`src/rtl/decode_pkg.sv`:
```
// Shared encodings, control bundle and history-entry types for the decode stage.
package decode_pkg;
  localparam int WORD_W_P = 16;
  localparam int RA_W_P   = 3;
  localparam int ALU_W_P  = 4;

  localparam logic [1:0] CLS_LD  = 2'b00;
  localparam logic [1:0] CLS_ST  = 2'b01;
  localparam logic [1:0] CLS_IMM = 2'b10;
  localparam logic [1:0] CLS_ALU = 2'b11;

  localparam logic [3:0] FN_CMP = 4'b0101;
  localparam logic [3:0] FN_MOV = 4'b0110;
  localparam logic [3:0] FN_IN  = 4'b1100;
  localparam logic [3:0] FN_OUT = 4'b1101;

  localparam logic [2:0] SUB_LI   = 3'b000;
  localparam logic [2:0] SUB_ADDI = 3'b001;
  localparam logic [2:0] SUB_B    = 3'b100;
  localparam logic [2:0] SUB_BCC  = 3'b111;

  localparam logic [ALU_W_P-1:0] ALU_ADD = 4'b0000;
  localparam logic [ALU_W_P-1:0] ALU_SUB = 4'b0001;
  localparam logic [ALU_W_P-1:0] ALU_IDT = 4'b1100;
  localparam logic [ALU_W_P-1:0] ALU_NON = 4'b1111;

  typedef struct packed {
    logic [ALU_W_P-1:0] alu_sel;
    logic               wr_en;
    logic [RA_W_P-1:0]  wr_addr;
    logic               mem_re;
    logic               mem_we;
    logic               imm_sext;
    logic               pc_load;
  } ctrl_t;

  typedef struct packed {
    logic              valid;
    logic              writes;
    logic [RA_W_P-1:0] dest;
    logic              is_load;
  } hist_t;

  typedef enum logic {ST_RUN, ST_BUBBLE} state_t;

  localparam ctrl_t CTRL_RST = '{ALU_NON, 1'b0, '0, 1'b0, 1'b0, 1'b0, 1'b0};
endpackage

```
`src/rtl/decode_fields.sv`:
```
// Pure combinational instruction decode: control bundle plus operand-use and destination info.
module decode_fields
  import decode_pkg::*;
(
  input  logic [WORD_W_P-1:0] cmd,
  output ctrl_t               ctrl,
  output logic                reads_a,
  output logic                reads_b,
  output logic [RA_W_P-1:0]   dest,
  output logic                writes,
  output logic                is_load
);
  logic [1:0]        cls;
  logic [RA_W_P-1:0] fa, fb;
  logic [2:0]        sub;
  logic [3:0]        func;
  logic              unused_lo;

  assign cls       = cmd[15:14];
  assign fa        = cmd[13:11];
  assign fb        = cmd[10:8];
  assign sub       = cmd[13:11];
  assign func      = cmd[7:4];
  assign unused_lo = ^cmd[3:0];

  always_comb begin
    ctrl          = CTRL_RST;
    reads_a       = 1'b0;
    reads_b       = 1'b0;
    is_load       = (cls == CLS_LD);
    dest          = is_load ? fa : fb;
    ctrl.imm_sext = (cls != CLS_ALU);
    case (cls)
      CLS_LD: begin
        ctrl.alu_sel = ALU_ADD;
        ctrl.wr_en   = 1'b1;
        ctrl.mem_re  = 1'b1;
        reads_b      = 1'b1;
      end
      CLS_ST: begin
        ctrl.alu_sel = ALU_ADD;
        ctrl.mem_we  = 1'b1;
        reads_a      = 1'b1;
        reads_b      = 1'b1;
      end
      CLS_IMM: begin
        case (sub)
          SUB_LI: begin
            ctrl.alu_sel = ALU_IDT;
            ctrl.wr_en   = 1'b1;
          end
          SUB_ADDI: begin
            ctrl.alu_sel = ALU_ADD;
            ctrl.wr_en   = 1'b1;
            reads_b      = 1'b1;
          end
          SUB_B, SUB_BCC: begin
            ctrl.alu_sel = ALU_ADD;
            ctrl.pc_load = 1'b1;
          end
          default: ctrl.alu_sel = ALU_NON;
        endcase
      end
      default: begin
        // CMP reuses the subtractor, MOV passes B through; other funcs select the ALU directly
        ctrl.alu_sel = (func == FN_CMP) ? ALU_SUB : (func == FN_MOV) ? ALU_IDT : func;
        ctrl.wr_en   = (func <= FN_IN) && (func != FN_CMP);
        reads_a      = (func != FN_IN);
        reads_b      = (func != FN_IN);
      end
    endcase
    ctrl.wr_addr = dest;
    writes       = ctrl.wr_en;
  end
endmodule

```
`src/rtl/decode_stage.sv`:
```
// Registered decode stage: valid/ready slot, issue history, one-hot forwarding and load-use bubble.
module decode_stage
  import decode_pkg::*;
#(
  parameter int WORD_W    = 16,
  parameter int RA_W      = 3,
  parameter int FWD_DEPTH = 2,
  parameter int ALU_W     = 4
) (
  input  logic                 clk,
  input  logic                 rst,
  input  logic                 flush,
  input  logic                 in_valid,
  output logic                 in_ready,
  input  logic [WORD_W-1:0]    in_cmd,
  input  logic                 out_ready,
  output logic                 out_valid,
  output logic [WORD_W-1:0]    out_cmd,
  output logic [ALU_W-1:0]     alu_sel,
  output logic                 wr_en,
  output logic [RA_W-1:0]      wr_addr,
  output logic                 mem_re,
  output logic                 mem_we,
  output logic                 imm_sext,
  output logic                 pc_load,
  output logic [FWD_DEPTH-1:0] fwd_a,
  output logic [FWD_DEPTH-1:0] fwd_b,
  output logic                 hazard_stall
);
  ctrl_t                 dec_ctrl, ctrl_q;
  logic                  rd_a, rd_b, dec_wr, dec_ld;
  logic [RA_W-1:0]       dec_dest, src_a, src_b;
  hist_t [FWD_DEPTH-1:0] hist;
  hist_t                 new_entry;
  logic [FWD_DEPTH-1:0]  hit_a, hit_b, fwd_a_d, fwd_b_d;
  logic                  slot_free, hazard, accept, bubble;
  state_t                state, state_d;

  decode_fields u_dec (
    .cmd(in_cmd), .ctrl(dec_ctrl), .reads_a(rd_a), .reads_b(rd_b),
    .dest(dec_dest), .writes(dec_wr), .is_load(dec_ld)
  );

  assign src_a = in_cmd[13:11];
  assign src_b = in_cmd[10:8];

  for (genvar k = 0; k < FWD_DEPTH; k++) begin : g_cmp
    assign hit_a[k] = rd_a & hist[k].valid & hist[k].writes & (hist[k].dest == src_a);
    assign hit_b[k] = rd_b & hist[k].valid & hist[k].writes & (hist[k].dest == src_b);
  end

  // isolate lowest set bit: the most recent matching producer wins
  assign fwd_a_d = hit_a & (~hit_a + FWD_DEPTH'(1));
  assign fwd_b_d = hit_b & (~hit_b + FWD_DEPTH'(1));

  assign hazard    = in_valid & hist[0].valid & hist[0].is_load &
                     ((rd_a & (src_a == hist[0].dest)) | (rd_b & (src_b == hist[0].dest)));
  assign slot_free = !out_valid | out_ready;
  assign in_ready  = slot_free & !flush & !hazard & (state == ST_RUN);
  assign accept    = in_valid & in_ready;
  assign bubble    = (state == ST_RUN) & hazard & slot_free & !flush;
  assign new_entry = accept ? '{1'b1, dec_wr, dec_dest, dec_ld} : '0;

  always_comb begin
    state_d = state;
    if (flush) state_d = ST_RUN;
    else begin
      case (state)
        ST_RUN:    if (bubble) state_d = ST_BUBBLE;
        ST_BUBBLE: state_d = ST_RUN;
        default:   state_d = ST_RUN;
      endcase
    end
  end

  always_ff @(posedge clk) begin
    if (rst) state <= ST_RUN;
    else     state <= state_d;
  end

  always_ff @(posedge clk) begin
    if (rst || flush) begin
      hist <= '0;
    end else if (accept || bubble) begin
      hist[0] <= new_entry;
      for (int k = 1; k < FWD_DEPTH; k++) hist[k] <= hist[k-1];
    end
  end

  always_ff @(posedge clk) begin
    if (rst) begin
      out_valid    <= 1'b0;
      out_cmd      <= '0;
      ctrl_q       <= CTRL_RST;
      fwd_a        <= '0;
      fwd_b        <= '0;
      hazard_stall <= 1'b0;
    end else if (flush) begin
      out_valid    <= 1'b0;
      hazard_stall <= 1'b0;
    end else if (slot_free) begin
      out_valid    <= accept;
      hazard_stall <= bubble;
      if (accept) begin
        out_cmd <= in_cmd;
        ctrl_q  <= dec_ctrl;
        fwd_a   <= fwd_a_d;
        fwd_b   <= fwd_b_d;
      end
    end
  end

  assign alu_sel  = ctrl_q.alu_sel;
  assign wr_en    = ctrl_q.wr_en;
  assign wr_addr  = ctrl_q.wr_addr;
  assign mem_re   = ctrl_q.mem_re;
  assign mem_we   = ctrl_q.mem_we;
  assign imm_sext = ctrl_q.imm_sext;
  assign pc_load  = ctrl_q.pc_load;
endmodule

```
`config.mk`:
```
export PLATFORM = sky130hd
export DESIGN_NAME = decode_stage
export DESIGN_NICKNAME = d
export VERILOG_FILES = /design/src/rtl/decode_pkg.sv /design/src/rtl/decode_fields.sv /design/src/rtl/decode_stage.sv
export SDC_FILE = /design/constraint.sdc
export NUM_CORES = 1
export LEC_CHECK = 0
export ABC_AREA = 1
export CAP_MARGIN = 20
export CORE_ASPECT_RATIO = 1.4
export CORE_MARGIN = 1
export CORE_UTILIZATION = 35
export DETAILED_ROUTE_END_ITERATION = 10
export PLACE_DENSITY = 0.56
export SYNTH_ARGS = -nofsm -noshare
export SYNTH_HDL_FRONTEND = slang
export SYNTH_HIERARCHICAL = 1
export SYNTH_SLANG_ARGS = --single-unit
export TNS_END_PERCENT = 5
```
`constraint.sdc`:
```
create_clock -name clk -period 2 [get_ports clk]
set_clock_uncertainty 0.2 [all_clocks]
set_input_delay 0.2 -clock clk [delete_from_list [all_inputs] [get_ports clk]]
set_output_delay 0.2 -clock clk [all_outputs]
set_load 0.02 [all_outputs]
```
==> metrics.cfg <==
[global_routing]
antenna_found_initial=0
grt_usage_pct=19.2
grt_pass1_vias=2286
grt_start_max_net_pins=39
overflow=0
grt_pass1_wl_um=10700

[placed_design]
dp_hpwl_um=4910
io_buffers=55
pre_cts_ws_ps=-607
gp_congestion=0.897

[cells_and_area]
drive_above_1_share_pct=16.8
syn_to_final_growth_pct=46.1
nFillCells=639
diodes=0
final_net_count=449

[pwr]
power_frac_comb_pct=22.5
powerDensity_nw_per_um2=598
vdd_drop_max_mv=0.320
internal_power_mw=1.45
pwr-share-clk_pct=29.7
pwr-share-seq_pct=47.8
leakagePower_nw=1.53
swShare_pct=28.8
p_switching_mw=0.585

[clock_tree]
clock_latency_ps=300
h-tree-depth=2
tritoncts=done
cts.sinks=46
root_buffer=clkbuf_8
clockBufferDepth=2
cts_buffers=5
path_clk_slew_ps=90

[logic_synthesis]
yosysTopAreaCell=dfxtp_1
yosys_warnings=6
synth.area.top_cells=dfxtp_1, nand2_1, nand3_1, a21oi_1, inv_1
yosysUniqueCellTypes=21
avgSynthCellArea_um2=6.78
netlist_instances=343
syn-num-nets=364
yosysTopAreaCellShare_pct=39.6
synth_seq_area_share_pct=39.6
ys_seq_elements=46
synth_area_um2=2320

[routing]
drt_iter0_markers=129
drc=0
vias=2455
ant_nets=0
viasPerCell=4.90
detail_route.first_pass.iterations=6
wirelength_um=6790
wl_per_cell_um=13.6

[run]
drv_cap=0

[timing]
fmax_mhz=513
post-route-period-util_pct=97.4
setup_viol=0
worst_slew_pin_slew_ps=405
whs_ps=-3.13
hold_viol=1
postLayoutSetupSlackWorst_ps=52.2
max-slew-margin-rel_pct=73.0
drv_slew=0
min_period_ps=1950

[worst_setup_path]
crit_chain=inv_2 > nor2_1 > nor2_4 > nand2_2 > nand2_4 > buf_4 > a21boi_4 > buf_6
startpoint_type=register
critPathMaxFanout=5
critPathKind=register to output pin
cp_slowest_cell=dfxtp_1
reg2reg_slack_ps=120
cp.arrival_ps=1550
worst-path-buf-inv=3
cp_top_family=simple AND/OR/NAND/NOR gates
cp_slowest_stage_delay_ps=360
endpoint_kind=output pin
critPathRequiredTime_ps=1600

[die]
design.die.area_um2=6980
pin_count=56
die_h_um=98.4
coreArea_um2=6300
fp-row-count=34
start_util_pct=36.9
die_w_um=70.9

[outcome]
run_status=finished, violations left
violations=hold timing

[min_path]
hp-class=primary input to register

## sequential cells by signal (all words and copies together) (netlist names)
register	cells
wr_addr	3
out_cmd	16
mem_re	1
mem_we	1
wr_en	1
hist	11
imm_sext	1
fwd_a	2
state	1
pc_load	1
alu_sel	4
out_valid	1
fwd_b	2
hazard_stall	1
## synth_stat cells (all sizes together)
master	count
nand2	96
nand3	51
dfxtp	46
a21oi	40
inv	39
nor2	30
buf	13
nand4	8
clkbuf	7
o21ai	4
xnor2	4
a21boi	1
a31oi	1
nand3b	1
nor3	1
o21a	1
## area by class of cell
class | count | area, um2 | area share, %
repair buffers | 98 | 988 | 29.1
flip-flops and latches | 46 | 921 | 27.1
clock buffers | 6 | 82.6 | 2.43
well taps | 72 | 90.1 | 2.65
inverters | 39 | 146 | 4.31
clock inverters | 2 | 12.5 | 0.368
multi-input cells | 238 | 1160 | 34.0
## worst reg2reg max path, cell delays in order, from the launching register on
cell	delay, ps
dfxtp_1	360
inv_2	70
nor2_1	170
nor2_4	60
nand2_2	90
nand2_4	50
buf_4	140
nand2_4	60
nand3_4	200
clkbuf_16	250
nand2_1	50
nand3_1	70
## per-stage QoR
| step | cell area, um2 | instances | utilization, % | power [mW] | TNS [ps] |
|---|---|---|---|---|---|
| after floorplan | 2320 | 343 | - | 1.21 | 0 |
| after global placement | 3140 | 485 | 49.9 | 1.42 | -15640 |
| after detailed placement | 3140 | 485 | 49.9 | 1.42 | -17810 |
| after CTS | 3260 | 495 | 51.7 | 2.03 | 0 |
| after global routing | 3400 | 501 | 54.0 | 2.12 | -64.0 |
| final | 3400 | 501 | 54.0 | 2.03 | 0 |
## repair_timing
item                                    4_1_cts  5_1_grt
endpoints found under the setup margin       34       46
pin swaps                                     4        6
setup buffers                                 2        3
cloned                                        0        3
hold buffers                                  0        0
gates resized for setup                      19       20
## logic make-up after synthesis
group                     after synthesis  synth area share (%)
and+or+nand+nor                       187                  35.9
buffers and inverters                  59                  12.1
AOI/OAI and AO/OA                      47                  10.9
DFF                                    46                  39.6
xor gates and xnor gates                4                  1.51
## worst paths after layout
kind                                                 end             startpoint  cells after the start
worst min-delay path            out_cmd[14]$_SDFFE_PP0P_             in_cmd[14]                      3
worst min register to register     fwd_a[0]$_SDFFE_PP0P_  fwd_a[0]$_SDFFE_PP0P_                      2
worst max-delay path                            in_ready   hist[2]$_SDFFE_PP0P_                      8
worst max register to register   alu_sel[1]$_SDFFE_PP1P_   hist[2]$_SDFFE_PP0P_                     11
## power by group through the flow
stage	Sequential [mW]	Combinational, mW	Clock (mW)
finish	0.971	0.457	0.605
global route	0.976	0.499	0.650
CTS	0.972	0.429	0.627
detailed placement	0.993	0.425	0
global placement	0.992	0.424	0
floorplan	1.03	0.187	0
## placed cells by master, fill, tap and decap left out, types with 2 or more instances in the layout
master           count
nand3_1             50
buf_4               34
o21ai_0              3
clkbuf_16            3
clkdlybuf4s50_1     43
clkdlybuf4s15_1      2
dlygate4sd2_1        4
dlymetal6s2s_1       4
buf_12               4
nand2_2              3
buf_6                2
nand2_4              2
inv_2                4
nor2_2               4
nor2_1              24
dfxtp_1             46
inv_1               35
nand4_1              8
nand2_1             91
xnor2_1              4
clkbuf_8             6
nor2_4               2
a21oi_1             40
## per-layer routing
metal  up-vias  GRT usage, %  part of all wire (%)
li1       1263             -                     -
met1      1139          23.1                    42
met2        42          34.5                    52
met3        11          2.66                   3.5
met4         0          7.08                   2.0
met5         -             0                     0
No activity file was read; power rests on OpenSTA's default activity.
